==> src/rtl/ram32_pkg.sv <==
// Shared types and constants for the ram32 register-file initiator.
package ram32_pkg;
  localparam int RAM32_DATA_W = 64;
  localparam int RAM32_SEL_W  = 8;
  localparam int RAM32_BITS   = 5;

  typedef enum logic {ST_INIT, ST_RUN} state_t;

  // Per byte: take the new byte where sel is set, else keep the old byte.
  function automatic logic [RAM32_DATA_W-1:0] byte_merge(
    input logic [RAM32_SEL_W-1:0]  sel,
    input logic [RAM32_DATA_W-1:0] nw,
    input logic [RAM32_DATA_W-1:0] old
  );
    logic [RAM32_DATA_W-1:0] r;
    r = old;
    for (int i = 0; i < RAM32_SEL_W; i++)
      if (sel[i]) r[8*i +: 8] = nw[8*i +: 8];
    return r;
  endfunction
endpackage

==> src/rtl/ram32_initiator_if.sv <==
// Request/response channels between the register-file core and the initiator.
interface ram32_initiator_if
  import ram32_pkg::*;
#(
  parameter int BITS = RAM32_BITS
);
  logic                    wr_valid;
  logic                    wr_ready;
  logic [BITS-1:0]         wr_addr;
  logic [RAM32_SEL_W-1:0]  wr_sel;
  logic [RAM32_DATA_W-1:0] wr_data;
  logic                    rd_valid;
  logic                    rd_ready;
  logic [BITS-1:0]         rd_addr;
  logic                    rsp_valid;
  logic [RAM32_DATA_W-1:0] rsp_data;

  modport master (
    output wr_valid, wr_addr, wr_sel, wr_data, rd_valid, rd_addr,
    input  wr_ready, rd_ready, rsp_valid, rsp_data
  );

  modport slave (
    input  wr_valid, wr_addr, wr_sel, wr_data, rd_valid, rd_addr,
    output wr_ready, rd_ready, rsp_valid, rsp_data
  );
endinterface

==> src/rtl/ram32_bypass_merge.sv <==
// Write-to-read bypass: remembers a same-cycle same-address write and folds
// its enabled bytes over the macro read data one cycle later.
module ram32_bypass_merge
  import ram32_pkg::*;
(
  input  logic                    CLK,
  input  logic                    RST,
  input  logic                    hit,
  input  logic [RAM32_SEL_W-1:0]  sel,
  input  logic [RAM32_DATA_W-1:0] data,
  input  logic [RAM32_DATA_W-1:0] rdata,
  output logic [RAM32_DATA_W-1:0] merged
);
  logic                    hit_q;
  logic [RAM32_SEL_W-1:0]  sel_q;
  logic [RAM32_DATA_W-1:0] data_q;

  // Capture the colliding write alongside the read it shadows.
  always_ff @(posedge CLK or posedge RST) begin
    if (RST) begin
      hit_q  <= 1'b0;
      sel_q  <= '0;
      data_q <= '0;
    end else begin
      hit_q <= hit;
      if (hit) begin
        sel_q  <= sel;
        data_q <= data;
      end
    end
  end

  // Macro data carries the pre-write value; overlay the written bytes.
  always_comb begin
    merged = rdata;
    if (hit_q) merged = byte_merge(sel_q, data_q, rdata);
  end
endmodule

==> src/rtl/ram32_initiator.sv <==
// Initiator for the 1RW+1R 64b x 2**BITS byte-write register-file macro.
// Fills every entry with INIT_VAL after reset, then serves writes on port 0
// and reads on port 1 with a fixed one-cycle response.
// Optional: define RAM32_WR_BYPASS_EN so a read colliding with a same-cycle
// write to the same address returns the written bytes.
module ram32_initiator
  import ram32_pkg::*;
#(
  parameter int                      BITS     = RAM32_BITS,
  parameter logic [RAM32_DATA_W-1:0] INIT_VAL = '0
) (
  input  logic                    CLK,
  input  logic                    RST,
  output logic                    init_done,
  ram32_initiator_if.slave        bus,
  output logic                    EN0,
  output logic [BITS-1:0]         A0,
  output logic [RAM32_SEL_W-1:0]  WE0,
  output logic [RAM32_DATA_W-1:0] Di0,
  output logic                    EN1,
  output logic [BITS-1:0]         A1,
  input  logic [RAM32_DATA_W-1:0] Do1
);
  localparam logic [BITS:0] LAST = (BITS+1)'((2**BITS) - 1);

  state_t                  state, state_nxt;
  logic [BITS:0]           cnt, cnt_nxt;
  logic                    rd_fire;
  logic                    rsp_vld;
  logic [RAM32_DATA_W-1:0] rsp_hold;
  logic [RAM32_DATA_W-1:0] rsp_merged;

  // State and init counter.
  always_ff @(posedge CLK or posedge RST) begin
    if (RST) begin
      state <= ST_INIT;
      cnt   <= '0;
    end else begin
      state <= state_nxt;
      cnt   <= cnt_nxt;
    end
  end

  // Next state and macro/handshake drive; RST gates everything so the
  // macro sees no enables while reset is held.
  always_comb begin
    state_nxt    = state;
    cnt_nxt      = cnt;
    EN0          = 1'b0;
    A0           = '0;
    WE0          = '0;
    Di0          = '0;
    EN1          = 1'b0;
    A1           = '0;
    bus.wr_ready = 1'b0;
    bus.rd_ready = 1'b0;
    if (!RST) begin
      case (state)
        ST_INIT: begin
          EN0     = 1'b1;
          WE0     = '1;
          A0      = cnt[BITS-1:0];
          Di0     = INIT_VAL;
          cnt_nxt = cnt + 1'b1;
          if (cnt == LAST) state_nxt = ST_RUN;
        end
        ST_RUN: begin
          bus.wr_ready = 1'b1;
          bus.rd_ready = 1'b1;
          if (bus.wr_valid) begin
            EN0 = 1'b1;
            A0  = bus.wr_addr;
            WE0 = bus.wr_sel;
            Di0 = bus.wr_data;
          end
          if (bus.rd_valid) begin
            EN1 = 1'b1;
            A1  = bus.rd_addr;
          end
        end
        default: state_nxt = ST_INIT;
      endcase
    end
  end

  assign init_done = (state == ST_RUN);
  assign rd_fire   = bus.rd_valid & bus.rd_ready;

  // Response pulse one cycle after an accepted read.
  always_ff @(posedge CLK or posedge RST) begin
    if (RST) rsp_vld <= 1'b0;
    else     rsp_vld <= rd_fire;
  end

  // Keep the last delivered data so rsp_data stays put between pulses.
  always_ff @(posedge CLK or posedge RST) begin
    if (RST)          rsp_hold <= '0;
    else if (rsp_vld) rsp_hold <= rsp_merged;
  end

`ifdef RAM32_WR_BYPASS_EN
  logic wr_hit;
  assign wr_hit = bus.wr_valid & bus.wr_ready & rd_fire &
                  (bus.wr_addr == bus.rd_addr);

  ram32_bypass_merge u_merge (
    .CLK    (CLK),
    .RST    (RST),
    .hit    (wr_hit),
    .sel    (bus.wr_sel),
    .data   (bus.wr_data),
    .rdata  (Do1),
    .merged (rsp_merged)
  );
`else
  // Raw macro behaviour: a colliding read returns the old contents.
  assign rsp_merged = Do1;
`endif

  assign bus.rsp_valid = rsp_vld;
  assign bus.rsp_data  = rsp_vld ? rsp_merged : rsp_hold;
endmodule

==> src/flat_wrapper.sv <==
// flat-port wrapper written by rule: the top's interface ports become plain ports
module ram32_initiator_flat import ram32_pkg::*;
#(
  parameter int                      BITS     = RAM32_BITS,
  parameter logic [RAM32_DATA_W-1:0] INIT_VAL = '0
)
  (CLK, RST, init_done, EN0, A0, WE0, Di0, EN1, A1, Do1, bus_wr_valid, bus_wr_addr, bus_wr_sel, bus_wr_data, bus_rd_valid, bus_rd_addr, bus_wr_ready, bus_rd_ready, bus_rsp_valid, bus_rsp_data);
  ram32_initiator_if #(.BITS(BITS)) bus_i ();
  input  logic CLK;
  input  logic RST;
  output logic init_done;
  output logic EN0;
  output logic [BITS-1:0] A0;
  output logic [RAM32_SEL_W-1:0] WE0;
  output logic [RAM32_DATA_W-1:0] Di0;
  output logic EN1;
  output logic [BITS-1:0] A1;
  input  logic [RAM32_DATA_W-1:0] Do1;
  input wire logic [$bits(bus_i.wr_valid)-1:0] bus_wr_valid;
  input wire logic [$bits(bus_i.wr_addr)-1:0] bus_wr_addr;
  input wire logic [$bits(bus_i.wr_sel)-1:0] bus_wr_sel;
  input wire logic [$bits(bus_i.wr_data)-1:0] bus_wr_data;
  input wire logic [$bits(bus_i.rd_valid)-1:0] bus_rd_valid;
  input wire logic [$bits(bus_i.rd_addr)-1:0] bus_rd_addr;
  output wire logic [$bits(bus_i.wr_ready)-1:0] bus_wr_ready;
  output wire logic [$bits(bus_i.rd_ready)-1:0] bus_rd_ready;
  output wire logic [$bits(bus_i.rsp_valid)-1:0] bus_rsp_valid;
  output wire logic [$bits(bus_i.rsp_data)-1:0] bus_rsp_data;
  assign bus_i.wr_valid = bus_wr_valid;
  assign bus_i.wr_addr = bus_wr_addr;
  assign bus_i.wr_sel = bus_wr_sel;
  assign bus_i.wr_data = bus_wr_data;
  assign bus_i.rd_valid = bus_rd_valid;
  assign bus_i.rd_addr = bus_rd_addr;
  assign bus_wr_ready = bus_i.wr_ready;
  assign bus_rd_ready = bus_i.rd_ready;
  assign bus_rsp_valid = bus_i.rsp_valid;
  assign bus_rsp_data = bus_i.rsp_data;
  ram32_initiator #(.BITS(BITS), .INIT_VAL(INIT_VAL)) u_core (.CLK(CLK), .RST(RST), .init_done(init_done), .bus(bus_i), .EN0(EN0), .A0(A0), .WE0(WE0), .Di0(Di0), .EN1(EN1), .A1(A1), .Do1(Do1));
endmodule
==> config.mk <==
export PLATFORM = sky130hd
export DESIGN_NAME = ram32_initiator_flat
export DESIGN_NICKNAME = d
export VERILOG_FILES = /design/src/rtl/ram32_pkg.sv /design/src/rtl/ram32_initiator_if.sv /design/src/rtl/ram32_bypass_merge.sv /design/src/rtl/ram32_initiator.sv /design/src/flat_wrapper.sv
export SDC_FILE = /design/constraint.sdc
export NUM_CORES = 1
export LEC_CHECK = 0
export CAP_MARGIN = 10
export CORE_AREA = 2 2 116 118
export DETAILED_ROUTE_END_ITERATION = 8
export DIE_AREA = 0 0 118 120
export PLACE_DENSITY = 0.72
export RECOVER_POWER = 25
export SLEW_MARGIN = 10
export SYNTH_ARGS = -nofsm -noshare
export SYNTH_HDL_FRONTEND = slang
export SYNTH_SLANG_ARGS = --single-unit
export TNS_END_PERCENT = 1
==> constraint.sdc <==
create_clock -name CLK -period 3 [get_ports CLK]
set_clock_uncertainty 0.05 [all_clocks]
set_input_delay 0.3 -clock CLK [delete_from_list [all_inputs] [get_ports CLK]]
set_output_delay 0.3 -clock CLK [all_outputs]
set_load 0.01 [all_outputs]
==> impl_metrics.json <==
{
  "grt_pass1_wl_microns": 20200,
  "slew_headroom_pct": 2.81,
  "max_cap_violations": 0,
  "post-synth-top-area-cell": "dfrtp_1",
  "drive_gt1_share_pct": 13.3,
  "drtIter0Drc": 142,
  "yosys.area_share.simple_pct": 15.2,
  "hpwl_microns": 10000,
  "synthXorXnorAreaFrac_pct": 1.29,
  "overflow": 0,
  "synth.top_cell.area_share_pct": 53.0,
  "total_power_mw": 4.96,
  "critPathRequiredTime_ps": 2650,
  "die_y_microns": 120,
  "io_buffers": 301,
  "cts-root-buf": "clkbuf_16",
  "synth_edf_count": 0,
  "cts_resized": 0,
  "cts-htree-levels": 3,
  "cts_buffer_depth": 2,
  "final_nets": 710,
  "first_pass_iters": 4,
  "fmax_mhz": 373,
  "slew_viol_final": 0,
  "tns_ps": 0,
  "syn_inst": 266,
  "worstPathMaxFanout": 12,
  "fin_cells": 741,
  "track_usage_pct": 18.1,
  "ys_ff_latch": 72,
  "hold_viol_final": 0,
  "yosys-top-cells-area": "dfrtp_1, mux2_2, and3_1",
  "netlist_area_sq_um": 3400,
  "grt_max_degree": 75,
  "synthArstFlopShare_pct": 100,
  "gp_congestion": 0.827,
  "cp_slowest_cell": "dlygate4sd3_1",
  "total_leakage_power_nw": 3.03,
  "arrival_ps": 2330,
  "min_period_ps": 2680,
  "synth_common_cells": "dfrtp_1, and3_1, mux2_2, buf_6, o21a_1",
  "yosysSeqAreaShare_pct": 53.0,
  "ctsHoldBuffers": 0,
  "cts_buffers": 9,
  "finalWirelength_microns": 13100,
  "clk-insertion-delay-late_ps": 330,
  "synth_compound_area_share_pct": 3.50,
  "yosys_warnings": 0,
  "syn2layout_area_growth_pct": 101,
  "synth_adder_area_share_pct": 0.368,
  "initial_core_util_pct": 26.2,
  "grt_pass1_vias": 3570,
  "antenna_found_initial": 1,
  "path_cells": "dlygate4sd3_1, nor2_1, buf_4, a22o_1, clkdlybuf4s50_1",
  "timing.final.crit_share_pct": 89.4,
  "place_inst": 724,
  "end_kind": "primary output",
  "tightest_slew_ps": 1460,
  "num_vias": 3302,
  "core_area_sq_um": 13000,
  "synth.most_common_cell": "dfrtp_1",
  "cts_sinks": 72,
  "post_cts_buffers": 0,
  "syn_area_per_cell_sq_um": 12.8,
  "path_clk_slew_ps": 60,
  "synthMuxAreaShare_pct": 21.5,
  "wl_per_cell_microns": 17.7,
  "synth_top_family_by_area": "multiplexers",
  "status": "finished clean",
  "io_pins": 302,
  "crit_path_max_incr_delay_ps": 650,
  "drc": 0,
  "path_class": "in -> out",
  "syn_nets": 417,
  "routed_via_density": 4.46,
  "setup_viol": 0,
  "ir_drop_mv": 0.237,
  "chipWidth_microns": 118,
  "fin_hold_ws_ps": 440,
  "fp.dieArea_sq_um": 14200,
  "hp-class": "reg -> reg",
  "tritoncts": "built",
  "power_density_nw_per_um2": 724,
  "start_kind": "input port",
  "fp-row-count": 42,
  "ant_nets": 0,
  "ys.flop_type": "dfrtp_1",
  "synthDistinctLibCells": 26,
  "rsz0062_at_grt": "false"
}
-- cells in the final DEF, fill, tap and decap left out, types with 2 or more instances in the layout --
master | netlist | final
clkdlybuf4s50_1 | 0 | 299
dfrtp_1 | 72 | 71
and3_1 | 69 | 69
mux2_2 | 65 | 49
mux2_1 | 0 | 16
clkbuf_16 | 0 | 9
o21a_1 | 8 | 8
a22o_1 | 4 | 4
xnor2_1 | 4 | 4
buf_12 | 0 | 3
inv_1 | 2 | 2
and2_1 | 2 | 2
nand3_1 | 2 | 2
nand4_1 | 2 | 2
clkinvlp_4 | 0 | 2
buf_4 | 2 | 2
-- worst max-delay path: cells and delay by family --
family,cells,cell delay (ps)
buf+inv,3,1460
compound gates,1,150
simple gates,1,410
-- report_power, final --
part           switching (mW)  internal (mW)  total (mW)
registers               0.157           1.36        1.52
logic                   0.926           1.43        2.36
clock network           0.411          0.669        1.08
-- metal layers --
layer	share of wire, %	global-route usage, %	up-vias
met1	39	20.3	1575
met5	0	0	-
li1	-	-	1539
met4	1.3	5.87	0
met3	9.9	8.22	12
met2	50	30.6	176
-- flip-flops by register name (all words and copies together), names as in the netlist --
signal,cells
u_core.bus.rsp_valid,1
u_core.cnt,6
u_core.init_done,1
u_core.rsp_hold,64
-- area by class of cell --
class                      instances  area, sq um
multi-input combinational        168         1430
antenna                            1         2.50
fill                            1121         6130
timing repair buffer             306         3080
clock inverter                     6         67.6
tap                              176          220
inverter                           2         7.51
clock buffer                      10          239
sequential                        72         1800
-- logic make-up (layout without fill, tap and decap cells) --
logic type | count (synthesis) | in the layout
AND/OR/NAND/NOR | 82 | 82
flip-flops | 72 | 72
multiplexers | 65 | 65
buffers and inverters | 26 | 324
AO/OA/AOI/OAI | 15 | 15
XOR/XNOR | 5 | 5
adder cells (fa/ha/maj) | 1 | 1
other | 0 | 1
-- stage by stage --
| step | area, sq um | util [%] | worst slack (ps) |
|---|---|---|---|
| detailed placement | 6540 | 50.4 | 472 |
| CTS | 6850 | 52.8 | 441 |
| finish | 6850 | 52.8 | 317 |
| global route | 6850 | 52.8 | 216 |
| global placement | 6540 | 50.4 | 512 |
| floorplan | 3400 | - | 825 |
-- worst paths after layout --
check / startpoint / to / slack, ps / cells past startpoint
setup / recovery: RST / A0[1] / 320 / 5
hold / removal: u_core.rsp_hold[38]$_DFF_PP0_ / u_core.rsp_hold[38]$_DFF_PP0_ / 440 / 1
setup reg to reg: u_core.bus.rsp_valid$_DFF_PP0_ / u_core.rsp_hold[55]$_DFF_PP0_ / 1490 / 2
hold reg to reg: u_core.rsp_hold[38]$_DFF_PP0_ / u_core.rsp_hold[38]$_DFF_PP0_ / 440 / 1
max in group asynchronous: RST / u_core.bus.rsp_valid$_DFF_PP0_ / 990 / 2
min in group asynchronous: RST / u_core.init_done$_DFFE_PP0N_ / 960 / 2
Note: power is estimated with default switching activity, not from simulation.
